<file path="src/rtl/hazard_pkg.sv">
// rtl/hazard_pkg.sv - shared forwarding-select constants and FSM state type for hazard_ctrl
package hazard_pkg;

  localparam logic [1:0] FWD_RF = 2'b00;
  localparam logic [1:0] FWD_M  = 2'b10;
  localparam logic [1:0] FWD_W  = 2'b01;

  typedef enum logic {
    RUN     = 1'b0,
    MC_WAIT = 1'b1
  } hz_state_t;

endpackage

</file>
<file path="src/rtl/sat_counter.sv">
// rtl/sat_counter.sv - saturating up-counter with synchronous active-high clear
module sat_counter #(
  parameter int W = 16
) (
  input  logic         clk,
  input  logic         rst,
  input  logic         inc,
  output logic [W-1:0] q
);

  localparam logic [W-1:0] MAX = '1;

  always_ff @(posedge clk) begin
    if (rst) begin
      q <= '0;
    end else if (inc && (q != MAX)) begin
      q <= q + W'(1);
    end
  end

endmodule

</file>
<file path="src/rtl/hazard_ctrl.sv">
// rtl/hazard_ctrl.sv - forwarding, load-use stall, branch flush and multi-cycle stall control
module hazard_ctrl
  import hazard_pkg::*;
#(
  parameter int ADDR_W = 5,
  parameter int FWD_EN = 1,
  parameter int MC_LAT = 4,
  parameter int CNT_W  = 16
) (
  input  logic              clk,
  input  logic              rst,
  input  logic [ADDR_W-1:0] rs1_d,
  input  logic [ADDR_W-1:0] rs2_d,
  input  logic [ADDR_W-1:0] rs1_e,
  input  logic [ADDR_W-1:0] rs2_e,
  input  logic [ADDR_W-1:0] rd_e,
  input  logic [ADDR_W-1:0] rd_m,
  input  logic [ADDR_W-1:0] rd_w,
  input  logic              regwrite_e,
  input  logic              regwrite_m,
  input  logic              regwrite_w,
  input  logic              memread_e,
  input  logic              pcsrc_e,
  input  logic              mc_start_e,
  output logic              stall_f,
  output logic              stall_d,
  output logic              stall_e,
  output logic              flush_d,
  output logic              flush_e,
  output logic              flush_m,
  output logic [1:0]        fwd_a,
  output logic [1:0]        fwd_b,
  output logic [CNT_W-1:0]  stall_cnt,
  output logic [CNT_W-1:0]  flush_cnt
);

  localparam int MC_W = ($clog2(MC_LAT) > 3) ? $clog2(MC_LAT) : 3;
  localparam logic [MC_W-1:0] MC_LOAD = MC_W'(MC_LAT - 2);

  hz_state_t       state;
  logic [MC_W-1:0] mc_cnt;
  logic            mc_act;
  logic            dstall;

  function automatic logic match(input logic [ADDR_W-1:0] rs,
                                 input logic [ADDR_W-1:0] rd,
                                 input logic              we);
    return we && (rd == rs) && (rd != '0);
  endfunction

  // The final MC_WAIT cycle (mc_cnt == 0) releases the stall so the op can leave E.
  always_ff @(posedge clk) begin
    if (rst) begin
      state  <= RUN;
      mc_cnt <= '0;
    end else begin
      case (state)
        RUN: begin
          if (mc_start_e) begin
            mc_cnt <= MC_LOAD;
            state  <= MC_WAIT;
          end
        end
        MC_WAIT: begin
          if (mc_cnt != '0) begin
            mc_cnt <= mc_cnt - MC_W'(1);
          end else begin
            state <= RUN;
          end
        end
        default: state <= RUN;
      endcase
    end
  end

  always_comb begin
    mc_act = 1'b0;
    if (!rst) begin
      mc_act = (state == RUN) ? mc_start_e : (mc_cnt != '0);
    end
  end

  always_comb begin
    dstall = 1'b0;
    if (FWD_EN != 0) begin
      dstall = memread_e && (match(rs1_d, rd_e, regwrite_e) || match(rs2_d, rd_e, regwrite_e));
    end else begin
      dstall = match(rs1_d, rd_e, regwrite_e) || match(rs2_d, rd_e, regwrite_e) ||
               match(rs1_d, rd_m, regwrite_m) || match(rs2_d, rd_m, regwrite_m);
    end
  end

  // Priority: multi-cycle stall, then branch flush, then data stall.
  always_comb begin
    stall_f = 1'b0;
    stall_d = 1'b0;
    stall_e = 1'b0;
    flush_d = 1'b0;
    flush_e = 1'b0;
    flush_m = 1'b0;
    if (rst) begin
      stall_f = 1'b0;
    end else if (mc_act) begin
      stall_f = 1'b1;
      stall_d = 1'b1;
      stall_e = 1'b1;
      flush_m = 1'b1;
    end else if (pcsrc_e) begin
      flush_d = 1'b1;
      flush_e = 1'b1;
    end else if (dstall) begin
      stall_f = 1'b1;
      stall_d = 1'b1;
      flush_e = 1'b1;
    end
  end

  always_comb begin
    fwd_a = FWD_RF;
    fwd_b = FWD_RF;
    if ((FWD_EN != 0) && !rst) begin
      if (match(rs1_e, rd_m, regwrite_m))      fwd_a = FWD_M;
      else if (match(rs1_e, rd_w, regwrite_w)) fwd_a = FWD_W;
      if (match(rs2_e, rd_m, regwrite_m))      fwd_b = FWD_M;
      else if (match(rs2_e, rd_w, regwrite_w)) fwd_b = FWD_W;
    end
  end

  sat_counter #(.W(CNT_W)) u_stall_cnt (
    .clk (clk),
    .rst (rst),
    .inc (stall_f),
    .q   (stall_cnt)
  );

  sat_counter #(.W(CNT_W)) u_flush_cnt (
    .clk (clk),
    .rst (rst),
    .inc (flush_e),
    .q   (flush_cnt)
  );

endmodule

</file>
<file path="config.mk">
export PLATFORM = sky130hd
export DESIGN_NAME = hazard_ctrl
export DESIGN_NICKNAME = d
export VERILOG_FILES = /design/src/rtl/hazard_pkg.sv /design/src/rtl/sat_counter.sv /design/src/rtl/hazard_ctrl.sv
export SDC_FILE = /design/constraint.sdc
export NUM_CORES = 1
export LEC_CHECK = 0
export ABC_AREA = 1
export BUFFER_PORTS_ARGS = -buffer_cell sky130_fd_sc_hd__buf_2
export CAP_MARGIN = 25
export CORE_UTILIZATION = 52
export DETAILED_ROUTE_END_ITERATION = 16
export PLACE_DENSITY_LB_ADDON = 0.12
export SYNTH_ARGS = -nofsm -noshare
export SYNTH_HDL_FRONTEND = slang
export SYNTH_SLANG_ARGS = --single-unit
</file>
<file path="constraint.sdc">
create_clock -name clk -period 2 [get_ports clk]
set_input_delay 0.3 -clock clk [delete_from_list [all_inputs] [get_ports clk]]
set_output_delay 0.3 -clock clk [all_outputs]
set_load 0.02 [all_outputs]
</file>
Word level (Yosys, flattened, before mapping):

Cells that the tools add are included.

* register bits after elaboration: 36
* input bits: 43
* output and inout port bits: 42
* word-level logic and storage cells: 65

* add/sub/neg operators: 3
* eq/ne operators: 10
* mux-type cells: 26
* bitwise logic cells: 1
* reductions and logical operators: 21

Operators with widths (number)
* 16-bit by 1-bit adder with 16-bit output, second input constant: 2
* 16-bit inequality test, second input constant: 2
* 5-bit == test: 6
* 1-bit 2-to-1 mux: 18
* 1-bit logical AND: 15
* 5-bit nonzero test: 3
* 2-bit 2-to-1 mux: 4
* 3-bit 2-to-1 mux: 2
* 3-bit case mux with 2 select lines: 1
* 3-bit nonzero test: 1
* 3-bit by 1-bit subtractor with 3-bit output, second input constant: 1
* 2-bit by 1-bit inequality test with 1-bit output, second input constant: 1
* 2-bit inequality test, second input constant: 1
* 1-bit case mux with 2 select lines: 1
* 2-bit AND reduction: 1
* 1-bit logical OR: 1
* 1-bit inverter: 1

Depth between registers and ports, before layout:

* depth in word-level cells: 10
* mapped depth: 13
* depth with buffers taken out: 12

Cells and area by module:

From an unflattened synthesis, not the netlist that was laid out.

* cells, all modules: 449
* area total of the unflattened synthesis: 2645.0 um^2

Modules (own cells, without submodules)
* sat_counter: instances 2, cells each 149, area each 929.6 um^2, sequential area each 320.3 um^2
* hazard_ctrl: instances 1, cells each 151, area each 785.8 um^2, sequential area each 80.1 um^2

Worst setup path after synthesis:

No wires, ideal clock.

* path type: reg-to-output
* from: register mc_cnt[0]
* to: output port stall_f
* arrival time: 1.994 ns
* required time: 1.700 ns
* setup slack: -0.294 ns
* cell stages (with the launch flop): 12
* buffers on the path: 2
* cell sequence: dfxtp_1 > inv_1 > ha_1 > nand2_1 > nand2_1 > o21ai_1 > inv_1 > nor2_1 > inv_1 > nand2_4 > buf_2 > buf_4

* longest elaborated chain between the ends: 5

Ends and longest elaborated chain
* start: declaration: RTL line hazard_ctrl.sv:41 `logic [MC_W-1:0] mc_cnt;`
* start signal: assignment: RTL line hazard_ctrl.sv:66 `mc_cnt <= mc_cnt - MC_W'(1);`
* 3-bit nonzero test: RTL line hazard_ctrl.sv:79 `mc_act = (state == RUN) ? mc_start_e : (mc_cnt != '0);`
* 1-bit 2-to-1 mux: RTL line hazard_ctrl.sv:79
* 1-bit 2-to-1 mux: RTL line hazard_ctrl.sv:78 `if (!rst) begin`
* 1-bit 2-to-1 mux (2 in series)
* end: declaration: RTL line hazard_ctrl.sv:25 `output logic stall_f,`

No other way between the ends.

Final worst setup path:

* from: register mc_cnt[0]
* to: output port stall_d

* longest elaborated chain between the ends: 5

Ends and longest elaborated chain
* 3-bit nonzero test: RTL line hazard_ctrl.sv:79
* 1-bit 2-to-1 mux: RTL line hazard_ctrl.sv:79
* 1-bit 2-to-1 mux: RTL line hazard_ctrl.sv:78
* 1-bit 2-to-1 mux: RTL line hazard_ctrl.sv:103 `end else if (mc_act) begin`
* 1-bit 2-to-1 mux: RTL line hazard_ctrl.sv:101 `if (rst) begin`
* end: declaration: RTL line hazard_ctrl.sv:26 `output logic stall_d,`

No other way between the ends.

==> impl_metrics.py <==
metrics = {
    "setup_path": {
        "worstPathArrival_ns": 1.60,
        "reg2reg_setup_slack_ns": 0.22,
        "cpPeakStageDelay_ns": 0.34,
        "end_kind": "output pin",
        "crit_chain": "inv_1 -> ha_1 -> nand2_1 -> nand2_1 -> o21ai_2 -> inv_2 -> nor2_4 -> inv_1 -> nand2_4 -> buf_4",
        "worst-path-max-fanout": 4,
        "worstRegToRegCells": 10,
        "cp-start-kind": "flip-flop",
        "r2r_end": "u_flush_cnt.q[1]",
        "critPathSlowestCell": "dfxtp_2",
        "cp.required_ns": 1.70,
        "reg2reg_from": "mc_cnt[0]",
        "crit_type": "flip-flop to output pin",
    },
    "synth": {
        "synth_adder_area_share": 0.0180,
        "netlist_area_um2": 2780,
        "synth-seq-cells": 36,
        "synthMuxAreaShare": 0,
        "synth.top_cell.area_share": 0.260,
        "yosys_warnings": 0,
        "synthXorXnorAreaFrac": 0.114,
        "synthesis.nets": 473,
        "ys_top_cells_by_area": "dfxtp_1, nand2_1, inv_1",
        "synth_cell_types": 35,
        "postSynthCellCount": 426,
        "synth_simple_gate_area_frac": 0.388,
        "ys.flop_type": "dfxtp_1",
        "synth_area_per_cell_um2": 6.51,
        "synthArstFlopShare": 0,
        "yosys.area.top_type": "dfxtp_1",
        "synth_edf_count": 0,
        "seq_area_frac_synth": 0.260,
        "synth_top_family_by_area": "simple AND/OR/NAND/NOR gates",
        "synth-compound-area-share": 0.109,
    },
    "routing": {
        "viasPerCell": 5.25,
        "dr.pass1.iters": 4,
        "drt_iter0_drc": 116,
        "drc_errors": 0,
        "detail-route-antenna-nets": 0,
        "wl_per_cell_um": 11.7,
        "wl_um": 6890,
        "via_count": 3086,
    },
    "timing": {
        "setup_viol": 0,
        "tightest_slew_ns": 0.449,
        "finalSetupTns_ns": 0,
        "fin_crit_sh": 0.951,
        "slew_violations": 0,
        "fin_ws_ns": 0.0979,
        "clock.fmax_mhz": 526,
        "fin_worst_skew_ns": 0.0104,
        "finalHoldViolCount": 0,
        "timing.hold.ws_ns": 0.433,
        "finalCriticalPeriod_ns": 1.90,
        "rsz0062_at_grt": "false",
        "maxSlewHeadroom": 0.698,
    },
    "final_layout": {
        "fin_nets": 565,
        "layout_common_cells": "nand2_1, buf_2, inv_1, nor2_1, nand3_1",
        "final_common_cell": "nand2_1",
        "filler_cell_count": 485,
        "fin_util": 0.667,
        "syn_to_final_growth_pct": 22.8,
        "drive_gt1_frac": 0.264,
        "num_antenna_cells": 0,
    },
    "floorplanning": {
        "core-area_um2": 5110,
        "io_pins": 85,
        "die_y_um": 75.1,
        "rows": 26,
        "initial_core_util": 0.543,
        "dieArea_um2": 5630,
        "die_x_um": 75.1,
    },
    "hold_path": {
        "hold_end": "state",
        "worstHoldPathType": "input pin to flip-flop",
        "min_path_cells": 5,
        "min_from": "mc_start_e",
    },
    "power": {
        "power_density_nw_per_um2": 458,
        "total_power_w": 0.00156,
        "ir_drop_uv": 291,
        "power_leakage_nw": 1.57,
    },
    "global_routing": {
        "grt_overflow_total": 0,
        "grt_pass1_vias": 2671,
        "grt_max_degree": 36,
        "grt_util_all_layers": 0.254,
        "grt_pass1_wl_um": 11200,
        "antenna_found_initial": 0,
    },
    "placement": {
        "hpwl_um": 5190,
        "gp_congestion": 0.926,
        "post-place-ws_ns": 0.142,
        "io_buffers": 84,
    },
    "clock_tree": {
        "clockBufferDepth": 2,
        "numCtsBuffers": 5,
        "h-tree-depth": 2,
        "clk_latency_ns": 0.29,
        "cts.sink_count": 36,
        "cts_tree": "yes",
        "cts_root_buf": "clkbuf_8",
        "path_clk_slew_ns": 0.07,
    },
    "outcome": {
        "status": "completed",
    },
    "job": {
        "maxCapViolations": 0,
    },
}
## synth_stat cells, types with 5 or more instances
| cell | n |
|---|---|
| nand4_1 | 25 |
| o21ai_0 | 7 |
| nor3_1 | 14 |
| xnor2_1 | 15 |
| xor2_1 | 21 |
| nor2_1 | 41 |
| dfxtp_1 | 36 |
| nand2_2 | 11 |
| a21oi_1 | 24 |
| nand3_1 | 36 |
| inv_1 | 55 |
| a21oi_2 | 10 |
| nand2_1 | 94 |
| clkbuf_1 | 5 |
## per-layer routing
metal  up-vias  GRT usage  part of all wire
li1       1580          -                 -
met1      1407      0.302              0.44
met2        89      0.455              0.49
met3        10     0.0589             0.055
met4         0     0.0692            0.0086
met5         -          0                 0
## worst max path at each step
stage                         start  endpoint  slack (ns)
after floorplan           mc_cnt[0]   stall_f       0.008
after global placement    mc_cnt[0]   stall_f        0.23
after detailed placement  mc_cnt[0]   stall_f        0.14
after CTS                 mc_cnt[0]   stall_d      0.0002
after global routing      mc_cnt[0]   stall_f        0.01
final                     mc_cnt[0]   stall_d         0.1
## sequential cells by signal, indices dropped and copies added, names as in the netlist
name	count
u_stall_cnt.q	16
mc_cnt	3
state	1
u_flush_cnt.q	16
## per-stage QoR
stage	area, µm²	std cells
CTS	3400	588
floorplan	2790	426
detailed placement	3310	579
finish	3410	588
global route	3410	588
global placement	3310	579
## logic make-up (layout without fill, tap and decap cells)
family | count (synthesis) | in the layout
flip-flops | 36 | 36
AND/OR/NAND/NOR | 231 | 232
adder cells (fa/ha/maj) | 4 | 4
XOR/XNOR | 36 | 36
AO/OA/AOI/OAI | 49 | 49
buffers and inverters | 70 | 161
## worst max-delay path: cells and delay by family (launching register included)
family / cells / cell delay (ns)
buf+inv: 4 / 0.37
flops: 1 / 0.34
fa+ha+maj: 1 / 0.20
compound gates: 1 / 0.09
simple gates: 4 / 0.31
## power breakdown
group	switching [W]	internal (W)	total, W	leakage (nW)
combinational	0.000198	0.000125	0.000323	1.24
clock	0.000265	0.000237	0.000503	0.0410
sequential	0.00000748	0.000728	0.000736	0.292
## area by class of cell
type	instances	area, µm²	share of cell area
Multi-Input combinational cell	321	1760	0.517
Sequential cell	36	722	0.212
Timing Repair Buffer	99	551	0.162
Inverter	55	206	0.0606
Tap cell	70	87.6	0.0257
Clock buffer	6	72.6	0.0213
Clock inverter	1	5.00	0.00147
## what timing repair did
action | 4_1_cts | 5_1_grt
setup buffers | 1 | 0
pin swaps | 1 | 0
setup endpoints to repair | 2 | 2
gates resized for setup | 1 | 4
hold buffers | 0 | 0
cloned | 1 | 0
No activity file was read; power rests on OpenSTA's default activity.
